File: src/rtl/arbiter_pkg.sv
// Shared types and constants for the three-requester round-robin arbiter.
package arbiter_pkg;

  localparam int N_REQ = 3;

  localparam logic [1:0] SEL_A = 2'd0;
  localparam logic [1:0] SEL_B = 2'd1;
  localparam logic [1:0] SEL_C = 2'd2;

  typedef enum logic {
    ST_IDLE  = 1'b0,
    ST_OWNED = 1'b1
  } state_t;

  function automatic logic [N_REQ-1:0] idx_to_onehot(input logic [1:0] idx);
    logic [N_REQ-1:0] oh;
    oh = '0;
    case (idx)
      SEL_A:   oh = 3'b001;
      SEL_B:   oh = 3'b010;
      SEL_C:   oh = 3'b100;
      default: oh = '0;
    endcase
    return oh;
  endfunction

endpackage

File: src/rtl/arbiter_rr_pick.sv
// Combinational round-robin winner select: searches one position after the
// last owner, so the last owner always has the lowest priority.
module rr_pick
  import arbiter_pkg::*;
(
  input  logic [2:0] req,
  input  logic [1:0] last,
  output logic [1:0] win,
  output logic       valid
);

  logic [1:0] p0, p1, p2;

  always_comb begin
    p0 = SEL_A;
    p1 = SEL_B;
    p2 = SEL_C;
    case (last)
      SEL_A: begin p0 = SEL_B; p1 = SEL_C; p2 = SEL_A; end
      SEL_B: begin p0 = SEL_C; p1 = SEL_A; p2 = SEL_B; end
      default: begin p0 = SEL_A; p1 = SEL_B; p2 = SEL_C; end
    endcase
  end

  always_comb begin
    win   = SEL_A;
    valid = 1'b0;
    if (|(req & idx_to_onehot(p0))) begin
      win   = p0;
      valid = 1'b1;
    end else if (|(req & idx_to_onehot(p1))) begin
      win   = p1;
      valid = 1'b1;
    end else if (|(req & idx_to_onehot(p2))) begin
      win   = p2;
      valid = 1'b1;
    end
  end

endmodule

File: src/rtl/arbiter_3.sv
// Three-requester round-robin arbiter with per-grant hold limit.
// Handshake: a requester owns the resource while its gnt bit is high; it keeps
// req high to stay owner, and the resource raises done to end the transaction.
module arbiter_3
  import arbiter_pkg::*;
#(
  parameter int MAX_HOLD = 8,
  parameter int CNT_W    = 8
) (
  input  logic       clk,
  input  logic       arst,
  input  logic [2:0] req,
  input  logic       done,
  output logic [2:0] gnt,
  output logic [1:0] sel,
  output logic       busy,
  output logic       start,
  output logic       dbg_state
);

  state_t           state_q, state_d;
  logic [2:0]       gnt_q, gnt_d;
  logic [1:0]       sel_q, sel_d;
  logic             start_q, start_d;
  logic [CNT_W-1:0] cnt_q, cnt_d;
  logic [1:0]       last_q, last_d;

  logic [1:0] pick_win;
  logic       pick_valid;
  logic       owner_req;
  logic       timeout;
  logic       release_c;

  // last_q equals the current owner while OWNED, so one picker serves both
  // the idle grant and the release hand-over (owner last in line).
  rr_pick u_rr_pick (
    .req   (req),
    .last  (last_q),
    .win   (pick_win),
    .valid (pick_valid)
  );

  assign owner_req = |(req & gnt_q);
  assign timeout   = (cnt_q == CNT_W'(MAX_HOLD - 1));
  assign release_c = done | ~owner_req | timeout;

  always_ff @(posedge clk or posedge arst) begin
    if (arst) begin
      state_q <= ST_IDLE;
      gnt_q   <= '0;
      sel_q   <= SEL_A;
      start_q <= 1'b0;
      cnt_q   <= '0;
      last_q  <= SEL_C;
    end else begin
      state_q <= state_d;
      gnt_q   <= gnt_d;
      sel_q   <= sel_d;
      start_q <= start_d;
      cnt_q   <= cnt_d;
      last_q  <= last_d;
    end
  end

  always_comb begin
    state_d = state_q;
    gnt_d   = gnt_q;
    sel_d   = sel_q;
    start_d = 1'b0;
    cnt_d   = cnt_q;
    last_d  = last_q;
    case (state_q)
      ST_IDLE: begin
        if (pick_valid) begin
          state_d = ST_OWNED;
          gnt_d   = idx_to_onehot(pick_win);
          sel_d   = pick_win;
          start_d = 1'b1;
          cnt_d   = '0;
          last_d  = pick_win;
        end
      end
      ST_OWNED: begin
        if (release_c) begin
          if (pick_valid) begin
            gnt_d   = idx_to_onehot(pick_win);
            sel_d   = pick_win;
            start_d = 1'b1;
            cnt_d   = '0;
            last_d  = pick_win;
          end else begin
            state_d = ST_IDLE;
            gnt_d   = '0;
          end
        end else if (cnt_q != '1) begin
          cnt_d = cnt_q + CNT_W'(1);
        end
      end
      default: begin
        state_d = ST_IDLE;
        gnt_d   = '0;
      end
    endcase
  end

  assign gnt       = gnt_q;
  assign sel       = sel_q;
  assign busy      = |gnt_q;
  assign start     = start_q;
  assign dbg_state = state_q;

endmodule

File: config.mk
export PLATFORM = sky130hd
export DESIGN_NAME = arbiter_3
export DESIGN_NICKNAME = d
export VERILOG_FILES = /design/src/rtl/arbiter_pkg.sv /design/src/rtl/arbiter_rr_pick.sv /design/src/rtl/arbiter_3.sv
export SDC_FILE = /design/constraint.sdc
export NUM_CORES = 1
export LEC_CHECK = 0
export ABC_AREA = 1
export CORE_UTILIZATION = 45
export DETAILED_ROUTE_END_ITERATION = 10
export PLACE_DENSITY_LB_ADDON = 0.25
export SLEW_MARGIN = 20
export SYNTH_ARGS = -nofsm -noshare
export SYNTH_HDL_FRONTEND = slang
export SYNTH_HIERARCHICAL = 1
export SYNTH_SLANG_ARGS = --single-unit
File: constraint.sdc
create_clock -name clk -period 2.2 [get_ports clk]
set_input_delay 0.22 -clock clk [delete_from_list [all_inputs] [get_ports clk]]
set_output_delay 0.22 -clock clk [all_outputs]
set_load 0.03 [all_outputs]
### After elaboration in Yosys (flattened, before gate mapping)

Cells that the tools add are included.

* bits in registers: 17
* bits of input ports: 6

* $add $sub $neg: 1
* bitwise operators: 8
* reductions and logical operators: 11
* equality and inequality tests: 14
* muxes and demuxes: 35

Operator list (count)
* one-hot mux 3 bit (3 select lines): 4
* 2-to-1 mux 8 bit: 3
* one-hot mux 2 bit (2 select lines): 5
* 2-to-1 mux 3 bit: 6
* one-hot mux 8 bit (2 select lines): 1
* OR reduction 3 bit: 5
* 2-to-1 mux 2 bit: 7
* bitwise AND 3 bit: 4
* equality test 2 x 1 -> 1 bit (second input constant): 5
* zero test 2 bit: 5
* adder 8 x 1 -> 8 bit (second input constant): 1
* equality test 2 bit (second input constant): 4
* equality test 8 x 3 -> 1 bit (second input constant): 1
* != test 8 bit (second input constant): 1
* 2-to-1 mux 1 bit: 6
* one-hot mux 3 bit (2 select lines): 1
* one-hot mux 1 bit (2 select lines): 2
* != test 3 x 1 -> 1 bit (second input constant): 1
* != test 2 x 1 -> 1 bit (second input constant): 1
* != test 2 bit (second input constant): 1
* NOT 1 bit: 2
* OR 1 bit: 2
* AND reduction 2 bit: 1

### Depth between registers and ports, before layout

Gate-level depths: netlist of run 1.

* word-level depth: 21
* gate-level depth with buffers: 10
* gate-level depth less buffers: 10

### Modules after synthesis

The synthesis of run 1 kept the hierarchy.

By module, submodules not included
* arbiter_3: times used 1, cells an instance 127, area each 1023.5 um2, sequential area each 401.6 um2
* rr_pick: times used 1, cells an instance 28, area each 131.4 um2, sequential area each 0.0 um2

### Worst setup path before layout of run 1

No wires, ideal clock.

* path type: reg2reg
* from: reg last_q[1]
* to: reg gnt_q[2] (netlist: gnt[2])
* path slack: 0.639 ns
* data arrival time: 1.442 ns
* stages on the path, launching flop included: 10
* path buffers: 0
* clock period less this slack: 1.561 ns
* library setup time: 0.119 ns
* cell sequence: dfstp_2 inv_2 nand3_2 nand2_1 nor2_2 nand3_1 inv_1 nor2_8 nand2_2 o21ai_2

* elaborated cells on any way between the ends: 42

RTL lines
* start: declaration: line arbiter_3.sv:26 `logic [1:0] last_q, last_d;`
* start signal: assignment: line arbiter_3.sv:61 `last_q <= last_d;`
* equality test 2 x 1 -> 1 bit or zero test 2 bit (tied branches): line arbiter_rr_pick.sv:18 `case (last)`
* one-hot mux 2 bit (2 select lines): line arbiter_rr_pick.sv:18
* equality test 2 bit (tied with other cells): line arbiter_pkg.sv:18 `case (idx)`
* one-hot mux 3 bit (3 select lines): line arbiter_pkg.sv:18
* 2-to-1 mux 3 bit: line arbiter_rr_pick.sv:31 `end else if (|(req & idx_to_onehot(p1))) begin`
* 2-to-1 mux 3 bit: line arbiter_rr_pick.sv:28 `if (|(req & idx_to_onehot(p0))) begin`
* bitwise AND 3 bit: line arbiter_rr_pick.sv:34 `end else if (|(req & idx_to_onehot(p2))) begin`
* OR reduction 3 bit: line arbiter_rr_pick.sv:34
* 2-to-1 mux 1 bit: line arbiter_rr_pick.sv:34
* 2-to-1 mux 1 bit: line arbiter_rr_pick.sv:31
* 2-to-1 mux 1 bit (*): line arbiter_rr_pick.sv:28
* via pick_valid: line arbiter_3.sv:29 `logic pick_valid;`
* 2-to-1 mux 3 bit: line arbiter_3.sv:85 `if (pick_valid) begin`
* 2-to-1 mux 3 bit: line arbiter_3.sv:84 `if (release_c) begin`
* one-hot mux 3 bit (2 select lines): line arbiter_3.sv:72 `case (state_q)`
* end signal: assignment: line arbiter_3.sv:57 `gnt_q <= gnt_d;`
* end: declaration: line arbiter_3.sv:22 `logic [2:0] gnt_q, gnt_d;`

The timed path passes the listed nets; every way through them passes the cells marked *. The select of a mux whose other input is x is not followed.
A chain may end at the register's enable or synchronous reset.

### Worst setup path after layout of run 1

* from: reg gnt_q[0] (netlist: gnt[0])
* to: out busy

* word-level cells in the longest chain between the ends: 1

Ends and longest elaborated chain
* OR reduction 3 bit: line arbiter_3.sv:108 `assign busy = |gnt_q;`
* end: declaration: line arbiter_3.sv:16 `output logic busy,`

Every way passes these cells.

==> results.toml, run 1 <==
[run_status]
status = "completed"

[synthesis]
synth_mux_area_frac = 0
syn_inst = 155
yosys.area_share.simple = 0.520
yosys.area_share.adder = 0.0108
yosys_warnings = 6
synth_top_family_by_area = "simple AND/OR/NAND/NOR gates"
ys_types = 27
synth.ff_latch_count = 16
synth_area_per_cell_um2 = 7.45
synth_area_um2 = 1150
synth-xor-area-share = 0.00758
synth_compound_area_frac = 0.0466
synth_top_flop_cell = "dfrtp_1"
synth_edf_count = 0
async_flop_share = 1.00
synth_fp_nets = 162
seq_area_frac_synth = 0.348

[placement]
gp_congestion = 0.923
dp_slack_ps = 298
dp.cells = 195
detailedPlacementHpwl_um = 1930
io_buffers = 13

[detailed_routing]
wl_um = 2490
drc = 0
routed-via-count = 1017
vias_per_cell = 5.11
drtIter0Drc = 23
drt-pass1-iter-count = 4
ant_nets = 0
wl_per_cell_um = 12.5

[pwr]
ir_drop_uv = 813
powerDensity_nw_per_um2 = 1090
seqPwrFrac = 0.323
pwr-share-comb = 0.542
clkPwrFrac = 0.135
power_leakage_nw = 0.681
p_int_w = 0.000766
p_sw_frac = 0.479
design_power_total_w = 0.00147
switchingPower_w = 0.000705

[finish]
instances_no_fill = 199
n_antenna_cell = 0
area_growth_pct = 16.8
final_cell_mix = "nand2_1 (51), dfrtp_1 (15), nand3_1 (14), nor2_1 (14), clkdlybuf4s50_1 (13)"
final_nets = 179
layout_commonest_cell = "nand2_1"
drive_gt1_frac = 0.228

[sta]
maxSlewViolCount = 0
post-route-period-util = 0.860
fin_skew_ps = 1.32
clock.fmax_mhz = 529
fin_setup_tns_ps = 0
fin_crit_ps = 1890
timing.final.ws_setup_ps = 309
setup_violations = 0
finalHoldViolCount = 0
rsz0062_at_grt = "false"
max_slew_margin = 0.595
worst_slew_pin_slew_ps = 606

[critical_path]
crit_path_end_kind = "output port"
crit_path_top_delay_cell = "clkdlybuf4s50_1"
r2r_cells = 10
path_max_fanout = 4
crit_chain = "or3_1 > clkdlybuf4s50_1"
start_kind = "flop"
critical_path_class = "reg -> out"
cp.required_ps = 1980
max_stage_delay_ps = 600
reg2reg_from = "last_q[1]"
crit_arrival_ps = 1670
rrSetupSlack_ps = 390
r2r_end = "cnt_q[3]"

[floorplanning]
die_h_um = 52.7
dieArea_um2 = 2770
rows = 17
coreArea_um2 = 2320
die_w_um = 52.7
io_pins = 14
start_util = 0.498

[clocking]
cts_setup_buffers = 0
h-tree-depth = 1
clock_path_buffers = 2
numCtsBuffers = 3
cts_tree = "yes"
cts_resized = 0
clk_latency_ps = 290
cts_root_buf = "clkbuf_4"
cts.sinks = 16
ctsHoldBuffers = 0
cts.clk_slew.worst_paths_ps = 100

[grt]
antenna_found_initial = 0
grt_use_total = 0.221
grt_overflow = 0
grt_pass1_wl_um = 4450
grt_pass1_vias = 1013
grt_max_degree = 17

[job]
cap_violations = 0

[hold_path]
hold_class = "in -> async"
synthesized netlist by cell type, types with 4 or more instances:
cell     instances  area [µm²]
nor2_1          14        52.6
nand2_4          4        45.0
nand2_2          6        37.5
inv_1           12        45.0
nor2_2           4        25.0
nand3_1         14        70.1
dfrtp_1         15         375
nand3_2          6        60.1
inv_2            4        15.0
nand2_1         51         191
flip-flops by register name (all words and copies together), names as in the netlist:
name       cells
start          1
sel            1
last_q         2
gnt            3
cnt_q          8
dbg_state      1
metrics by stage:
| stage | utilization | hold WS, ps | area, µm² |
|---|---|---|---|
| floorplan | - | 133 | 1150 |
| global placement | 0.566 | 479 | 1310 |
| global route | 0.582 | 359 | 1350 |
| finish | 0.582 | 286 | 1350 |
| detailed placement | 0.566 | 488 | 1310 |
| CTS | 0.582 | 304 | 1350 |
power groups by stage:
stage | logic, W | registers (W) | clock network (W)
after floorplan | 0.000493 | 0.000546 | 0
after global placement | 0.000777 | 0.000478 | 0
after detailed placement | 0.000797 | 0.000481 | 0
after CTS | 0.000800 | 0.000476 | 0.000206
after global routing | 0.000883 | 0.000490 | 0.000216
final | 0.000798 | 0.000474 | 0.000199
critical path: cells and delay by family (launching register included):
family        cells  cell delay (ps)
simple gates      1              370
buf+inv           1              600
flops             1              420
worst max-delay path by stage:
stage	from	endpoint	slack, ps	depth (start not counted)
after global routing	last_q[1]	cnt_q[3]	200	10
after detailed placement	req[1]	gnt[2]	300	9
after floorplan	last_q[1]	gnt[2]	640	9
after global placement	req[1]	gnt[2]	390	9
after CTS	gnt[0]	busy	290	2
final	gnt[0]	busy	310	2
cell type report:
class	instances	area (µm²)
multi-input combinational	120	676
inverter	18	70.1
sequential	16	402
clock buffer	4	36.3
fill	208	970
timing repair buffer	13	130
tap	28	35.0
logic make-up after synthesis:
group / count (synthesis)
and+or+nand+nor: 110
DFF: 16
adders and majority gates: 1
buffers and inverters: 19
AOI/OAI and AO/OA: 8
xor gates and xnor gates: 1
layer usage:
layer / track usage / routed length [µm] / vias up
li1: - / - / 522
met1: 0.287 / 1160 / 464
met2: 0.365 / 1200 / 26
met3: 0.0551 / 100 / 5
met4: 0.0526 / 22 / 0
met5: 0 / 0 / -
(Power assumes the default switching activity.)
==> run 2, diff against run 1 <==
--- a/config.mk
+++ b/config.mk
@@ -9,6 +9,7 @@
 export CORE_UTILIZATION = 45
 export DETAILED_ROUTE_END_ITERATION = 10
 export PLACE_DENSITY_LB_ADDON = 0.25
+export SETUP_SLACK_MARGIN = 0.1
 export SLEW_MARGIN = 20
 export SYNTH_ARGS = -nofsm -noshare
 export SYNTH_HDL_FRONTEND = slang
==> constraint.sdc (replaced) <==
create_clock -name clk -period 2.2 [get_ports clk]
set_input_delay 0.44 -clock clk [delete_from_list [all_inputs] [get_ports clk]]
set_output_delay 0.44 -clock clk [all_outputs]
set_load 0.03 [all_outputs]
==> run 2 against run 1 <==
- first-iteration DRC count rose by 30%
- core utilization fell by 0.054 points
- register-to-register slack improved by 50 ps
- sequential share of layout area barely moved
- die area is the same
- power shrank 0.67%
- clock-buffer cell count unchanged
- wire length is essentially flat
==> results.toml, run 2 (same netlist as run 1, synthesis figures left out) <==
[run_status]
status = "completed"

[finish]
final_cell_mix = "nand2_1 (51), dfrtp_1 (15), nand3_1 (14), nor2_1 (14)"
area_growth_pct = 16.7
n_antenna_cell = 0
layout_commonest_cell = "nand2_1"
final_core_util = 0.581
final_nets = 179
top_register = "cnt_q"
drive_gt1_frac = 0.228
largest_register_ffs = 8

[critical_path]
critical_path_class = "reg -> out"
critPathBufInv = 1
crit_chain = "clkdlybuf4s50_1"
start_kind = "flop"
rrSetupSlack_ps = 440
crit_path_top_delay_cell = "clkdlybuf4s50_1"
crit_arrival_ps = 1510
path_max_fanout = 7
crit_family = "buffers and inverters"
max_stage_delay_ps = 720
cp.required_ps = 1760
crit_path_end_kind = "output port"

[clocking]
clk_latency_ps = 290
cts_resized = 1
ctsHoldBuffers = 0
clock_path_buffers = 2
cts_root_buf = "clkbuf_4"
numCtsBuffers = 3
cts.sinks = 16
cts.clk_slew.worst_paths_ps = 100
cts_tree = "yes"
cts_setup_buffers = 0
h-tree-depth = 1

[pwr]
powerDensity_nw_per_um2 = 1080
ir_drop_uv = 768
switchingPower_w = 0.000704
seqPwrFrac = 0.325
p_sw_frac = 0.482
power_leakage_nw = 0.681
p_int_w = 0.000757
clkPwrFrac = 0.136
pwr-share-comb = 0.539

[floorplanning]
rows = 17
coreArea_um2 = 2320
dieArea_um2 = 2770
die_w_um = 52.7
die_h_um = 52.7
io_pins = 14
start_util = 0.498

[detailed_routing]
ant_nets = 0
wl_per_cell_um = 12.5
routed-via-count = 1021
drt-pass1-iter-count = 4
vias_per_cell = 5.13
drc = 0
drtIter0Drc = 30
wl_um = 2490

[placement]
gp_congestion = 0.923
detailedPlacementHpwl_um = 1890
io_buffers = 13
dp_slack_ps = 65.4

[sta]
max_slew_margin = 0.590
setup_violations = 0
fin_setup_tns_ps = 0
post-route-period-util = 0.884
timing.final.ws_setup_ps = 254
whs_ps = 510
clock.fmax_mhz = 514
fin_skew_ps = 4.30
rsz0062_at_grt = "false"
maxSlewViolCount = 0
fin_crit_ps = 1950
worst_slew_pin_slew_ps = 615
finalHoldViolCount = 0

[grt]
grt_use_total = 0.217
antenna_found_initial = 0
grt_pass1_vias = 1020
grt_max_degree = 17
grt_pass1_wl_um = 4410
grt_overflow = 0

[job]
cap_violations = 0

[hold_path]
hold_class = "in -> async"
run 2: worst paths after layout:
kind                       startpoint   endpoint  depth (start not counted)
max in group asynchronous        arst   cnt_q[1]                          2
setup / recovery            last_q[0]     sel[0]                          1
hold / removal                   arst  dbg_state                          2
min in group clk               sel[1]     sel[1]                          2
setup reg to reg            last_q[1]     sel[1]                          9
hold reg to reg                sel[1]     sel[1]                          2
run 2: routing by layer:
layer	GRT usage	share of wire	vias up
li1	-	-	521
met1	0.275	0.45	464
met2	0.378	0.50	34
met3	0.0522	0.045	2
met4	0.0307	0.0048	0
met5	0	0	-
run 2: area by class of cell:
cell class / count / area (µm²)
multi-input combinational: 120 / 676
fill: 202 / 971
inverter: 18 / 70.1
sequential: 16 / 402
clock buffer: 4 / 36.3
tap: 28 / 35.0
timing repair buffer: 13 / 129
run 2: power by group through the flow:
stage                     logic [W]  clock network (W)  registers, W
after floorplan            0.000493                  0      0.000546
after global placement     0.000777                  0      0.000478
after detailed placement   0.000794                  0      0.000482
after CTS                  0.000788           0.000202      0.000476
after global routing       0.000864           0.000211      0.000490
final                      0.000787           0.000199      0.000474
run 2: through the flow:
step	cells	instance area, µm²	total power [W]
after global routing	199	1350	0.00157
after detailed placement	195	1310	0.00128
final	199	1350	0.00146
after global placement	195	1310	0.00125
after floorplan	155	1150	0.00104
after CTS	199	1350	0.00147
